File: src/rtl/sprite_line_scheduler_if.sv
// Sprite scheduler bus: raster position, sprite-table writes,
// ROM fetch port and winning-pixel outputs.
// Ports (signals): DrawX/DrawY raster position, cfg_* table
//  write, rom_address/rom_q ROM port, pix_* winner, fetch_busy,
//  overrun. master = raster/game/ROM side, slave = scheduler.
interface sprite_line_scheduler_if #(
   parameter int ADDR_W = 8
);
   logic [9:0]        DrawX;
   logic [9:0]        DrawY;
   logic              cfg_we;
   logic [2:0]        cfg_idx;
   logic [9:0]        cfg_x;
   logic [9:0]        cfg_y;
   logic              cfg_en;
   logic [ADDR_W-1:0] rom_address;
   logic [1:0]        rom_q;
   logic [1:0]        pix_index;
   logic [2:0]        pix_id;
   logic              pix_hit;
   logic              fetch_busy;
   logic              overrun;

   modport master (
      output DrawX, DrawY,
      output cfg_we, cfg_idx, cfg_x, cfg_y, cfg_en,
      output rom_q,
      input  rom_address,
      input  pix_index, pix_id, pix_hit,
      input  fetch_busy, overrun
   );

   modport slave (
      input  DrawX, DrawY,
      input  cfg_we, cfg_idx, cfg_x, cfg_y, cfg_en,
      input  rom_q,
      output rom_address,
      output pix_index, pix_id, pix_hit,
      output fetch_busy, overrun
   );
endinterface

File: src/rtl/sprite_line_scheduler.sv
// Shares one sprite ROM among NUM_SPRITES instances: fetches each
// sprite's row for the next line during hblank, then picks the
// lowest-numbered opaque sprite pixel during the active line.
// Ports: vga_clk pixel clock, Reset sync active-high,
//  bus (slave) carries raster, table, ROM and pixel signals.
module sprite_line_scheduler #(
   parameter int NUM_SPRITES = 4,
   parameter int SPR_W       = 14,
   parameter int SPR_H       = 14,
   parameter int ADDR_W      = 8,
   parameter int H_ACTIVE    = 640,
   parameter int H_TOTAL     = 800,
   parameter int V_ACTIVE    = 480,
   parameter int V_TOTAL     = 525
) (
   input logic                   vga_clk,
   input logic                   Reset,
   sprite_line_scheduler_if.slave bus
);

   localparam int SW = (NUM_SPRITES > 1) ? $clog2(NUM_SPRITES) : 1;
   localparam int CW = (SPR_W > 1) ? $clog2(SPR_W) : 1;
   localparam int RW = (SPR_H > 1) ? $clog2(SPR_H) : 1;

   if (SPR_W * SPR_H > 2 ** ADDR_W) begin : g_bad_addr
      $error("sprite does not fit the ROM address space");
   end
   if (NUM_SPRITES < 1 || NUM_SPRITES > 8 ||
       NUM_SPRITES * (SPR_W + 2) > H_TOTAL - H_ACTIVE) begin : g_bad_n
      $error("sprite fetch does not fit in hblank");
   end

   typedef enum logic [1:0] {
      S_IDLE, S_SCAN, S_ADDR, S_LAST
   } state_t;

   state_t            state_q, state_d;
   logic [SW-1:0]     idx_q, idx_d;
   logic [9:0]        tgt_q, tgt_d;
   logic [RW-1:0]     row_q, row_d;
   logic [CW-1:0]     col_q, col_d;
   logic [ADDR_W-1:0] addr_q, addr_d;
   logic              busy_q, busy_d;
   logic              ovr_q, ovr_d;

   logic [9:0] act_x_q [NUM_SPRITES];
   logic [9:0] act_x_d [NUM_SPRITES];
   logic [9:0] act_y_q [NUM_SPRITES];
   logic [9:0] act_y_d [NUM_SPRITES];
   logic       act_en_q [NUM_SPRITES];
   logic       act_en_d [NUM_SPRITES];
   logic [9:0] sh_x_q [NUM_SPRITES];
   logic [9:0] sh_x_d [NUM_SPRITES];
   logic [9:0] sh_y_q [NUM_SPRITES];
   logic [9:0] sh_y_d [NUM_SPRITES];
   logic       sh_en_q [NUM_SPRITES];
   logic       sh_en_d [NUM_SPRITES];

   logic [1:0] rowbuf_q [NUM_SPRITES][SPR_W];
   logic [1:0] rowbuf_d [NUM_SPRITES][SPR_W];
   logic [NUM_SPRITES-1:0] rv_q, rv_d;

   logic [1:0] pix_index_q, pix_index_d;
   logic [2:0] pix_id_q, pix_id_d;
   logic       pix_hit_q, pix_hit_d;

   logic              abort;
   logic signed [10:0] diff;
   logic              fits;
   logic [CW-1:0]     colm1;
   logic [ADDR_W-1:0] addr_now;
   logic              last_spr;

   logic [NUM_SPRITES-1:0] cov;
   logic [CW-1:0]          offs [NUM_SPRITES];
   logic [1:0]             spx [NUM_SPRITES];
   logic [10:0]            dx11;

   // Sprite tables: cfg writes go to the active copy; the shadow
   // copy used by fetch and output is refreshed once per frame.
   always_comb begin
      act_x_d  = act_x_q;
      act_y_d  = act_y_q;
      act_en_d = act_en_q;
      sh_x_d   = sh_x_q;
      sh_y_d   = sh_y_q;
      sh_en_d  = sh_en_q;
      for (int i = 0; i < NUM_SPRITES; i++) begin
         if (bus.cfg_we && int'(bus.cfg_idx) == i) begin
            act_x_d[i]  = bus.cfg_x;
            act_y_d[i]  = bus.cfg_y;
            act_en_d[i] = bus.cfg_en;
         end
      end
      if (bus.DrawX == 10'd0 && bus.DrawY == 10'(V_ACTIVE)) begin
         sh_x_d  = act_x_q;
         sh_y_d  = act_y_q;
         sh_en_d = act_en_q;
      end
   end

   // Row fetch FSM
   always_comb begin
      state_d  = state_q;
      idx_d    = idx_q;
      tgt_d    = tgt_q;
      row_d    = row_q;
      col_d    = col_q;
      addr_d   = addr_q;
      ovr_d    = ovr_q;
      rv_d     = rv_q;
      rowbuf_d = rowbuf_q;

      diff     = $signed({1'b0, tgt_q}) - $signed({1'b0, sh_y_q[idx_q]});
      fits     = sh_en_q[idx_q] && !diff[10] &&
                 (diff[9:0] <= 10'(SPR_H - 1));
      colm1    = col_q - CW'(1);
      addr_now = ADDR_W'(int'(row_q) * SPR_W + int'(col_q));
      last_spr = (idx_q == SW'(NUM_SPRITES - 1));
      abort    = busy_q && (bus.DrawX == 10'd0);

      bus.rom_address = addr_q;

      if (abort) begin
         // Line started before the fetch finished: drop the
         // in-progress sprite and every later one.
         ovr_d   = 1'b1;
         state_d = S_IDLE;
         for (int i = 0; i < NUM_SPRITES; i++) begin
            if (i >= int'(idx_q)) rv_d[i] = 1'b0;
         end
      end else begin
         unique case (state_q)
            S_IDLE: begin
               if (bus.DrawX == 10'(H_ACTIVE)) begin
                  tgt_d   = (bus.DrawY == 10'(V_TOTAL - 1)) ?
                            10'd0 : bus.DrawY + 10'd1;
                  idx_d   = '0;
                  state_d = S_SCAN;
               end
            end
            S_SCAN: begin
               rv_d[idx_q] = 1'b0;
               if (fits) begin
                  row_d   = diff[RW-1:0];
                  col_d   = '0;
                  state_d = S_ADDR;
               end else if (last_spr) begin
                  state_d = S_IDLE;
               end else begin
                  idx_d = idx_q + SW'(1);
               end
            end
            S_ADDR: begin
               bus.rom_address = addr_now;
               addr_d          = addr_now;
               // rom_q now holds the word addressed last cycle
               if (col_q != '0) rowbuf_d[idx_q][colm1] = bus.rom_q;
               if (col_q == CW'(SPR_W - 1)) state_d = S_LAST;
               else col_d = col_q + CW'(1);
            end
            S_LAST: begin
               rowbuf_d[idx_q][SPR_W-1] = bus.rom_q;
               rv_d[idx_q] = 1'b1;
               if (last_spr) state_d = S_IDLE;
               else begin
                  idx_d   = idx_q + SW'(1);
                  state_d = S_SCAN;
               end
            end
         endcase
      end

      busy_d = (state_d != S_IDLE);
   end

   // Per-sprite coverage of the current column; the offset only
   // matters when covered, so low bits of DrawX - x suffice.
   always_comb begin
      dx11 = {1'b0, bus.DrawX};
      for (int i = 0; i < NUM_SPRITES; i++) begin
         cov[i]  = rv_q[i] &&
                   dx11 >= {1'b0, sh_x_q[i]} &&
                   dx11 <= {1'b0, sh_x_q[i]} + 11'(SPR_W - 1);
         offs[i] = cov[i] ?
                   (bus.DrawX[CW-1:0] - sh_x_q[i][CW-1:0]) : '0;
         spx[i]  = cov[i] ? rowbuf_q[i][offs[i]] : 2'b00;
      end
   end

   // Winner select: walk downwards so the lowest index wins.
   always_comb begin
      pix_hit_d   = 1'b0;
      pix_index_d = 2'b00;
      pix_id_d    = 3'd0;
      if (bus.DrawX < 10'(H_ACTIVE) && bus.DrawY < 10'(V_ACTIVE)) begin
         for (int i = NUM_SPRITES - 1; i >= 0; i--) begin
            if (spx[i] != 2'b00) begin
               pix_hit_d   = 1'b1;
               pix_index_d = spx[i];
               pix_id_d    = 3'(i);
            end
         end
      end
   end

   always_ff @(posedge vga_clk) begin
      if (Reset) begin
         state_q     <= S_IDLE;
         idx_q       <= '0;
         tgt_q       <= '0;
         row_q       <= '0;
         col_q       <= '0;
         addr_q      <= '0;
         busy_q      <= 1'b0;
         ovr_q       <= 1'b0;
         act_x_q     <= '{default: '0};
         act_y_q     <= '{default: '0};
         act_en_q    <= '{default: '0};
         sh_x_q      <= '{default: '0};
         sh_y_q      <= '{default: '0};
         sh_en_q     <= '{default: '0};
         rowbuf_q    <= '{default: '0};
         rv_q        <= '0;
         pix_index_q <= '0;
         pix_id_q    <= '0;
         pix_hit_q   <= 1'b0;
      end else begin
         state_q     <= state_d;
         idx_q       <= idx_d;
         tgt_q       <= tgt_d;
         row_q       <= row_d;
         col_q       <= col_d;
         addr_q      <= addr_d;
         busy_q      <= busy_d;
         ovr_q       <= ovr_d;
         act_x_q     <= act_x_d;
         act_y_q     <= act_y_d;
         act_en_q    <= act_en_d;
         sh_x_q      <= sh_x_d;
         sh_y_q      <= sh_y_d;
         sh_en_q     <= sh_en_d;
         rowbuf_q    <= rowbuf_d;
         rv_q        <= rv_d;
         pix_index_q <= pix_index_d;
         pix_id_q    <= pix_id_d;
         pix_hit_q   <= pix_hit_d;
      end
   end

   assign bus.pix_index  = pix_index_q;
   assign bus.pix_id     = pix_id_q;
   assign bus.pix_hit    = pix_hit_q;
   assign bus.fetch_busy = busy_q;
   assign bus.overrun    = ovr_q;

endmodule

File: src/flat_wrapper.sv
// flat-port wrapper written by rule: the top's interface ports become plain ports
module sprite_line_scheduler_flat 
#(
   parameter int NUM_SPRITES = 4,
   parameter int SPR_W       = 14,
   parameter int SPR_H       = 14,
   parameter int ADDR_W      = 8,
   parameter int H_ACTIVE    = 640,
   parameter int H_TOTAL     = 800,
   parameter int V_ACTIVE    = 480,
   parameter int V_TOTAL     = 525
)
  (vga_clk, Reset, bus_DrawX, bus_DrawY, bus_cfg_we, bus_cfg_idx, bus_cfg_x, bus_cfg_y, bus_cfg_en, bus_rom_q, bus_rom_address, bus_pix_index, bus_pix_id, bus_pix_hit, bus_fetch_busy, bus_overrun);
  sprite_line_scheduler_if #(.ADDR_W(ADDR_W)) bus_i ();
  input logic vga_clk;
  input logic Reset;
  input wire logic [$bits(bus_i.DrawX)-1:0] bus_DrawX;
  input wire logic [$bits(bus_i.DrawY)-1:0] bus_DrawY;
  input wire logic [$bits(bus_i.cfg_we)-1:0] bus_cfg_we;
  input wire logic [$bits(bus_i.cfg_idx)-1:0] bus_cfg_idx;
  input wire logic [$bits(bus_i.cfg_x)-1:0] bus_cfg_x;
  input wire logic [$bits(bus_i.cfg_y)-1:0] bus_cfg_y;
  input wire logic [$bits(bus_i.cfg_en)-1:0] bus_cfg_en;
  input wire logic [$bits(bus_i.rom_q)-1:0] bus_rom_q;
  output wire logic [$bits(bus_i.rom_address)-1:0] bus_rom_address;
  output wire logic [$bits(bus_i.pix_index)-1:0] bus_pix_index;
  output wire logic [$bits(bus_i.pix_id)-1:0] bus_pix_id;
  output wire logic [$bits(bus_i.pix_hit)-1:0] bus_pix_hit;
  output wire logic [$bits(bus_i.fetch_busy)-1:0] bus_fetch_busy;
  output wire logic [$bits(bus_i.overrun)-1:0] bus_overrun;
  assign bus_i.DrawX = bus_DrawX;
  assign bus_i.DrawY = bus_DrawY;
  assign bus_i.cfg_we = bus_cfg_we;
  assign bus_i.cfg_idx = bus_cfg_idx;
  assign bus_i.cfg_x = bus_cfg_x;
  assign bus_i.cfg_y = bus_cfg_y;
  assign bus_i.cfg_en = bus_cfg_en;
  assign bus_i.rom_q = bus_rom_q;
  assign bus_rom_address = bus_i.rom_address;
  assign bus_pix_index = bus_i.pix_index;
  assign bus_pix_id = bus_i.pix_id;
  assign bus_pix_hit = bus_i.pix_hit;
  assign bus_fetch_busy = bus_i.fetch_busy;
  assign bus_overrun = bus_i.overrun;
  sprite_line_scheduler #(.NUM_SPRITES(NUM_SPRITES), .SPR_W(SPR_W), .SPR_H(SPR_H), .ADDR_W(ADDR_W), .H_ACTIVE(H_ACTIVE), .H_TOTAL(H_TOTAL), .V_ACTIVE(V_ACTIVE), .V_TOTAL(V_TOTAL)) u_core (.vga_clk(vga_clk), .Reset(Reset), .bus(bus_i));
endmodule
File: config.mk
export PLATFORM = sky130hd
export DESIGN_NAME = sprite_line_scheduler_flat
export DESIGN_NICKNAME = d
export VERILOG_FILES = /design/src/rtl/sprite_line_scheduler_if.sv /design/src/rtl/sprite_line_scheduler.sv /design/src/flat_wrapper.sv
export SDC_FILE = /design/constraint.sdc
export NUM_CORES = 1
export LEC_CHECK = 0
export ABC_AREA = 1
export BUFFER_PORTS_ARGS = -buffer_cell sky130_fd_sc_hd__buf_4
export CORE_MARGIN = 3
export CORE_UTILIZATION = 50
export DETAILED_ROUTE_END_ITERATION = 8
export PLACE_DENSITY = 0.67
export SLEW_MARGIN = 20
export SYNTH_ARGS = -nofsm -noshare
export SYNTH_HDL_FRONTEND = slang
export SYNTH_SLANG_ARGS = --single-unit
File: constraint.sdc
create_clock -name vga_clk -period 4.8 [get_ports vga_clk]
set_clock_uncertainty 0.2 [all_clocks]
set_input_delay 0.96 -clock vga_clk [delete_from_list [all_inputs] [get_ports vga_clk]]
set_output_delay 0.96 -clock vga_clk [all_outputs]
set_load 0.01 [all_outputs]
==> flow_summary.toml, run 1 <==
[sta]
finalSetupViolations = 0
hold_violations = 0
maxSlewHeadroom_pct = 24.3
drv_slew = 0
min_period_over_period_pct = 93.6
worst_pin_slew_ns = 1.13
fin_tns_setup_ns = 0
fin_ws_ns = 0.307
max_freq_mhz = 223
rsz0062_at_grt = "false"
finalCriticalPeriod_ns = 4.49

[clock_tree]
hold_buffers = 0
postCtsSetupRepairBufs = 0
cts.clk_slew.worst_paths_ns = 0.06
cts_buffer_depth = 3
clock-root-buffer = "clkbuf_16"
numCtsBuffers = 35
cts_tree = "done"
cts_resized = 0
htreeDepth = 2
clk_latency_ns = 0.53
cts_sinks = 321

[pwr]
irDropWorstVdd_mv = 0.310
power.total_mw = 7.10
power.internal_mw = 4.94
power.clock.fraction_pct = 38.3
p_leak_nw = 8.45
sequentialPowerShare_pct = 39.5
power.density_mw_per_mm2 = 360
power_switching_mw = 2.16
combPwrFrac_pct = 22.2
switching_share_pct = 30.4

[synth]
synth_compound_area_share_pct = 18.2
synth.net_count = 2714
synthDistinctLibCells = 57
yosysMostFrequentCell = "nand2_1"
synthSimpleGateAreaFrac_pct = 23.8
yosysWarnings = 0
yosysTopAreaCellShare_pct = 36.0
synth_top_family_by_area = "simple AND/OR/NAND/NOR gates"
ys.flop_type = "dfxtp_1"
yosysSeqAreaShare_pct = 36.0
ys_ff_latch = 321
synthTopCellsByCount = "385 x nand2_1, 329 x inv_1, 321 x dfxtp_1, 321 x nor2_1, 307 x o21ai_0"
avgSynthCellArea_um2 = 7.05
yosysTopAreaCell = "dfxtp_1"
synth_fa_ha_area_share_pct = 9.74
syn_area_mm2 = 0.0179
synth_area_leaders = "dfxtp_1 36%, ha_1 8.6%, o21ai_0 8.6%"
yosys.area_share.xor_xnor_pct = 2.21
synth_async_sr_flop_share_pct = 0
muxShareOfSynthArea_pct = 0
synth_cells = 2532
synth_edf_count = 0

[final_layout]
layout-drive-gt1-share_pct = 7.90
diodes = 0
nets = 2715
area_growth_syn_to_layout_pct = 10.4
fin_cells = 3012
final_area_mm2 = 0.0197

[worst_setup_path]
cp-end-kind = "output pin"
rr_startpoint = "u_core.idx_q[1]$_SDFFE_PP0P_"
rr_worst_depth = 15
critPathMaxFanout = 9
crit_required_ns = 3.64
startpoint_type = "primary input"
arrival_ns = 3.33
r2r_end = "u_core.col_q[3]$_SDFFE_PP0P_"
reg2reg_slack_ns = 0.64
crit_type = "primary input to output pin"

[die]
num_io_pins = 65
die_y_um = 195
die_x_um = 195
die-area_mm2 = 0.0380
design.core.area_mm2 = 0.0349
num_rows = 68
initial_core_util_pct = 51.2

[global_route]
grt-ovfl-total = 0
antenna_found_initial = 0
grt_max_degree = 169
grt_pass1_wl_um = 74100
track_usage_pct = 23.0
grt_pass1_vias = 15200

[detailed_routing]
drtIter0Drc = 980
routedWlPerCell_um = 14.7
drt_pre_antenna_iters = 5
num_vias = 16000
ant_nets = 0
postRouteWirelength_um = 44300
drc = 0
vias_per_cell = 5.30

[min_path]
hold_path_class = "flip-flop to flip-flop"
worstHoldPathCells = 2
whs_endpoint = "u_core.sh_x_q[39]$_SDFFE_PP0P_"
hp-start = "u_core.act_x_q[39]$_SDFFE_PP0P_"

[place]
place_congestion = 0.906
io_buffer_count = 63
place_ws_ns = 0.312
dpl.cell_count = 2951
postPlaceCellArea_mm2 = 0.0185
place_hpwl_um = 31400

[flow_run]
maxCapViolations = 0

[status]
status = "finished clean"
placed cells by master (no fill, tap or decap), types with 5 or more instances in the layout:
cell / instances
inv_6: 5
nand3_1: 117
or2_2: 6
nor3_1: 16
nor2_2: 9
a21oi_1: 261
ha_1: 123
o21ai_0: 307
inv_1: 329
o21ai_1: 6
inv_2: 10
a211oi_1: 8
xnor2_1: 7
clkinv_2: 6
buf_4: 75
nand3_2: 9
fa_1: 10
xor2_1: 38
nand2_1: 385
nand4_1: 52
clkbuf_8: 12
a32o_1: 9
nand3b_1: 5
nor2_1: 320
a21o_1: 6
nor4_1: 5
dfxtp_1: 321
clkbuf_16: 35
power by group through the flow:
stage | Sequential (mW) | Clock (mW) | Combinational, mW
2_1_floorplan | 2.85 | 0 | 1.10
3_3_place_gp | 2.86 | 0 | 1.53
3_5_place_dp | 2.86 | 0 | 1.56
4_1_cts | 2.80 | 2.78 | 1.57
5_1_grt | 2.81 | 2.88 | 1.79
6_report | 2.80 | 2.72 | 1.58
worst max-delay path, stage by stage:
cell	delay, ns
buf_4	0.16
or4_1	0.53
nor4_4	0.37
nand3_2	0.21
nor2_4	0.18
inv_2	0.12
nand2_1	0.10
inv_1	0.09
or2_2	0.28
o21ai_0	0.11
inv_1	0.08
buf_4	0.15
layout make-up:
type | instances | area (um^2)
Sequential cell | 321 | 6430
Clock inverter | 11 | 120
Multi-Input combinational cell | 1755 | 9640
Tap cell | 455 | 569
Timing Repair Buffer | 77 | 603
Clock buffer | 50 | 1050
Fill cell | 3398 | 15200
Inverter | 343 | 1290
how the worst max path moves through the flow:
| stage | from | to | depth (start not counted) |
|---|---|---|---|
| after floorplan | bus_DrawX[1] | bus_rom_address[7] | 10 |
| after global placement | bus_DrawX[2] | bus_rom_address[7] | 12 |
| after detailed placement | bus_DrawX[2] | bus_rom_address[7] | 12 |
| after CTS | bus_DrawX[2] | bus_rom_address[4] | 12 |
| after global routing | u_core.row_q[2]$_SDFFE_PP0P_ | bus_rom_address[7] | 11 |
| final | bus_DrawX[2] | bus_rom_address[4] | 12 |
through the flow:
stage	utilization, %	hold slack [ns]
4_1_cts	56.5	0.239
2_1_floorplan	-	0.229
6_report	56.5	0.238
3_3_place_gp	53.1	0.236
5_1_grt	56.5	0.266
3_5_place_dp	53.1	0.241
layer usage:
metal / part of all wire, % / GRT usage (%)
met3: 4.4 / 3.16
met4: 4.0 / 8.74
met5: 0 / 0
met1: 48 / 31.5
met2: 44 / 37.1
flip-flops by register name, indices dropped and copies added, names as in the netlist, 8 cells and up, named ones only:
register / count
u_core.act_x_q: 40
u_core.act_y_q: 40
u_core.addr_q: 8
u_core.rowbuf_q: 112
u_core.sh_x_q: 40
u_core.sh_y_q: 40
u_core.tgt_q: 10
kinds of logic after synthesis:
kind of cell | count (synthesis)
AND/OR/NAND/NOR | 957
AO/OA/AOI/OAI | 619
buffers and inverters | 456
flip-flops | 321
adder cells (fa/ha/maj) | 133
XOR/XNOR | 45
other | 1
Power figures use the tool's default switching activity.
==> run 2: changes to the inputs <==
==> constraint.sdc (replaced) <==
create_clock -name vga_clk -period 4.8 [get_ports vga_clk]
set_clock_uncertainty 0.2 [all_clocks]
set_input_delay 0.24 -clock vga_clk [delete_from_list [all_inputs] [get_ports vga_clk]]
set_output_delay 0.24 -clock vga_clk [all_outputs]
set_load 0.01 [all_outputs]
==> run 2 against run 1 <==
Non-clock buffer count rose by 42. Wire length rose by 2.1%. Highest routed layer unchanged. Critical path depth rose by 4. Power rose by 2.6%. Design area rose by 2.6%.
==> flow_summary.toml, run 2 (synthesis gave the netlist of run 1 again) <==
[status]
status = "finished clean"

[clock_tree]
cts_tree = "done"
cts_resized = 0
clock-root-buffer = "clkbuf_16"
clk_latency_ns = 0.52
cts_sinks = 321
cts.clk_slew.worst_paths_ns = 0.06
numCtsBuffers = 37
cts_buffer_depth = 3
htreeDepth = 2

[final_layout]
fin_util_pct = 58.0
largest-register = "u_core.rowbuf_q"
layout-drive-gt1-share_pct = 7.83
mostFrequentLayoutCell = "nand2_1"
nets = 2759
largest_register_ffs = 112
fill_cells = 3304
final_cell_mix = "385 x nand2_1, 329 x inv_1, 321 x dfxtp_1"
fin_cells = 3059
area_growth_syn_to_layout_pct = 13.2
diodes = 0

[sta]
timing.hold.ws_ns = 0.106
fin_ws_ns = 0.768
worst_pin_slew_ns = 1.11
fin_tns_setup_ns = 0
rsz0062_at_grt = "false"
finalSetupViolations = 0
maxSlewHeadroom_pct = 25.4
min_period_over_period_pct = 84.0
finalCriticalPeriod_ns = 4.03
drv_slew = 0
hold_violations = 0
max_freq_mhz = 248

[die]
die-area_mm2 = 0.0380
die_x_um = 195
num_io_pins = 65
die_y_um = 195
initial_core_util_pct = 51.2
design.core.area_mm2 = 0.0349
num_rows = 68

[place]
place_congestion = 0.905
io_buffer_count = 63
place_hpwl_um = 31600
place_ws_ns = 0.840
dpl.cell_count = 2954

[min_path]
worstHoldPathCells = 3
whs_endpoint = "u_core.rowbuf_q[29]$_SDFFE_PP0P_"
hp-start = "bus_rom_q[1]"
hold_path_class = "primary input to flip-flop"

[global_route]
grt_pass1_wl_um = 74600
grt-ovfl-total = 0
grt_max_degree = 167
antenna_found_initial = 0
track_usage_pct = 23.3
grt_pass1_vias = 15100

[detailed_routing]
drc = 0
routedWlPerCell_um = 14.8
drtIter0Drc = 1044
drt_pre_antenna_iters = 6
ant_nets = 0
num_vias = 16300
vias_per_cell = 5.33
postRouteWirelength_um = 45300

[worst_setup_path]
crit_required_ns = 4.99
critPathMaxFanout = 19
rr_worst_depth = 16
rr_startpoint = "u_core.idx_q[1]$_SDFFE_PP0P_"
r2r_end = "u_core.col_q[3]$_SDFFE_PP0P_"
startpoint_type = "flip-flop"
crit_type = "flip-flop to flip-flop"
arrival_ns = 4.22
cp-end-kind = "flip-flop"
reg2reg_slack_ns = 0.77

[pwr]
p_leak_nw = 8.68
power.density_mw_per_mm2 = 360
irDropWorstVdd_mv = 0.367

[flow_run]
maxCapViolations = 0
[run 2: cell types whose count changed in the layout (fill, tap and decap cells not counted), sizes merged]
cell and change:
buf +3, inv -3, dlygate4sd3 +39, clkinvlp +1
clkbuf +7, clkinv -1, bufinv +1
[run 2: layer usage]
| layer | global-route usage, % | vias up | part of all wire [%] |
|---|---|---|---|
| met1 | 32.1 | 7466 | 48 |
| met5 | 0 | - | 0 |
| met3 | 3.24 | 90 | 4.5 |
| met2 | 38.1 | 363 | 45 |
| li1 | - | 8390 | - |
| met4 | 7.08 | 0 | 2.8 |
[run 2: worst max-delay path, cell delays in order (launching register included)]
cell     delay [ns]
dfxtp_1        0.35
inv_1          0.17
buf_4          0.28
o21ai_0        0.14
o22ai_1        0.13
ha_1           0.16
inv_1          0.06
fa_1           0.40
a21o_1         0.20
a21oi_1        0.23
o21ai_0        0.18
xor2_1         0.17
nor4_1         0.38
nand3_1        0.16
a21o_2         0.28
o21ai_0        0.29
nor3b_1        0.10
[run 2: cell type report]
class                           instances  area, um^2  share of cell area, %
Clock buffer                           57        1130                   5.61
Inverter                              343        1290                   6.40
Sequential cell                       321        6430                   31.8
Multi-Input combinational cell       1755        9640                   47.7
Clock inverter                          9         126                  0.625
Timing Repair Buffer                  119        1030                   5.09
Tap cell                              455         569                   2.82
[run 2: timing repair]
item,in CTS,in global routing
hold buffers,39,0
setup endpoints to repair,0,0
buffers inserted,0,0
hold endpoints to repair,108,0
[run 2: worst max-delay path by stage]
stage	slack, ns	to	depth (start not counted)	start
2_1_floorplan	1.20	u_core.col_q[2]$_SDFFE_PP0P_	16	u_core.idx_q[0]$_SDFFE_PP0P_
3_3_place_gp	1.01	u_core.col_q[3]$_SDFFE_PP0P_	16	u_core.idx_q[1]$_SDFFE_PP0P_
3_5_place_dp	0.84	u_core.col_q[2]$_SDFFE_PP0P_	16	u_core.idx_q[1]$_SDFFE_PP0P_
4_1_cts	0.82	u_core.col_q[2]$_SDFFE_PP0P_	16	u_core.idx_q[1]$_SDFFE_PP0P_
5_1_grt	0.39	u_core.row_q[3]$_SDFFE_PP0P_	16	u_core.idx_q[1]$_SDFFE_PP0P_
6_report	0.77	u_core.col_q[3]$_SDFFE_PP0P_	16	u_core.idx_q[1]$_SDFFE_PP0P_
[run 2: power breakdown]
group / internal [mW] / total (mW) / switching [mW]
sequential: 2.75 / 2.80 / 0.0501
clock: 1.79 / 2.88 / 1.09
combinational: 0.567 / 1.61 / 1.04
total: 5.10 / 7.28 / 2.18
[run 2: through the flow]
| step | power (mW) | cell area [um^2] |
|---|---|---|
| after floorplan | 3.95 | 17900 |
| after global placement | 4.38 | 18600 |
| after detailed placement | 4.42 | 18600 |
| after CTS | 7.32 | 20200 |
| after global routing | 7.66 | 20200 |
| final | 7.28 | 20200 |
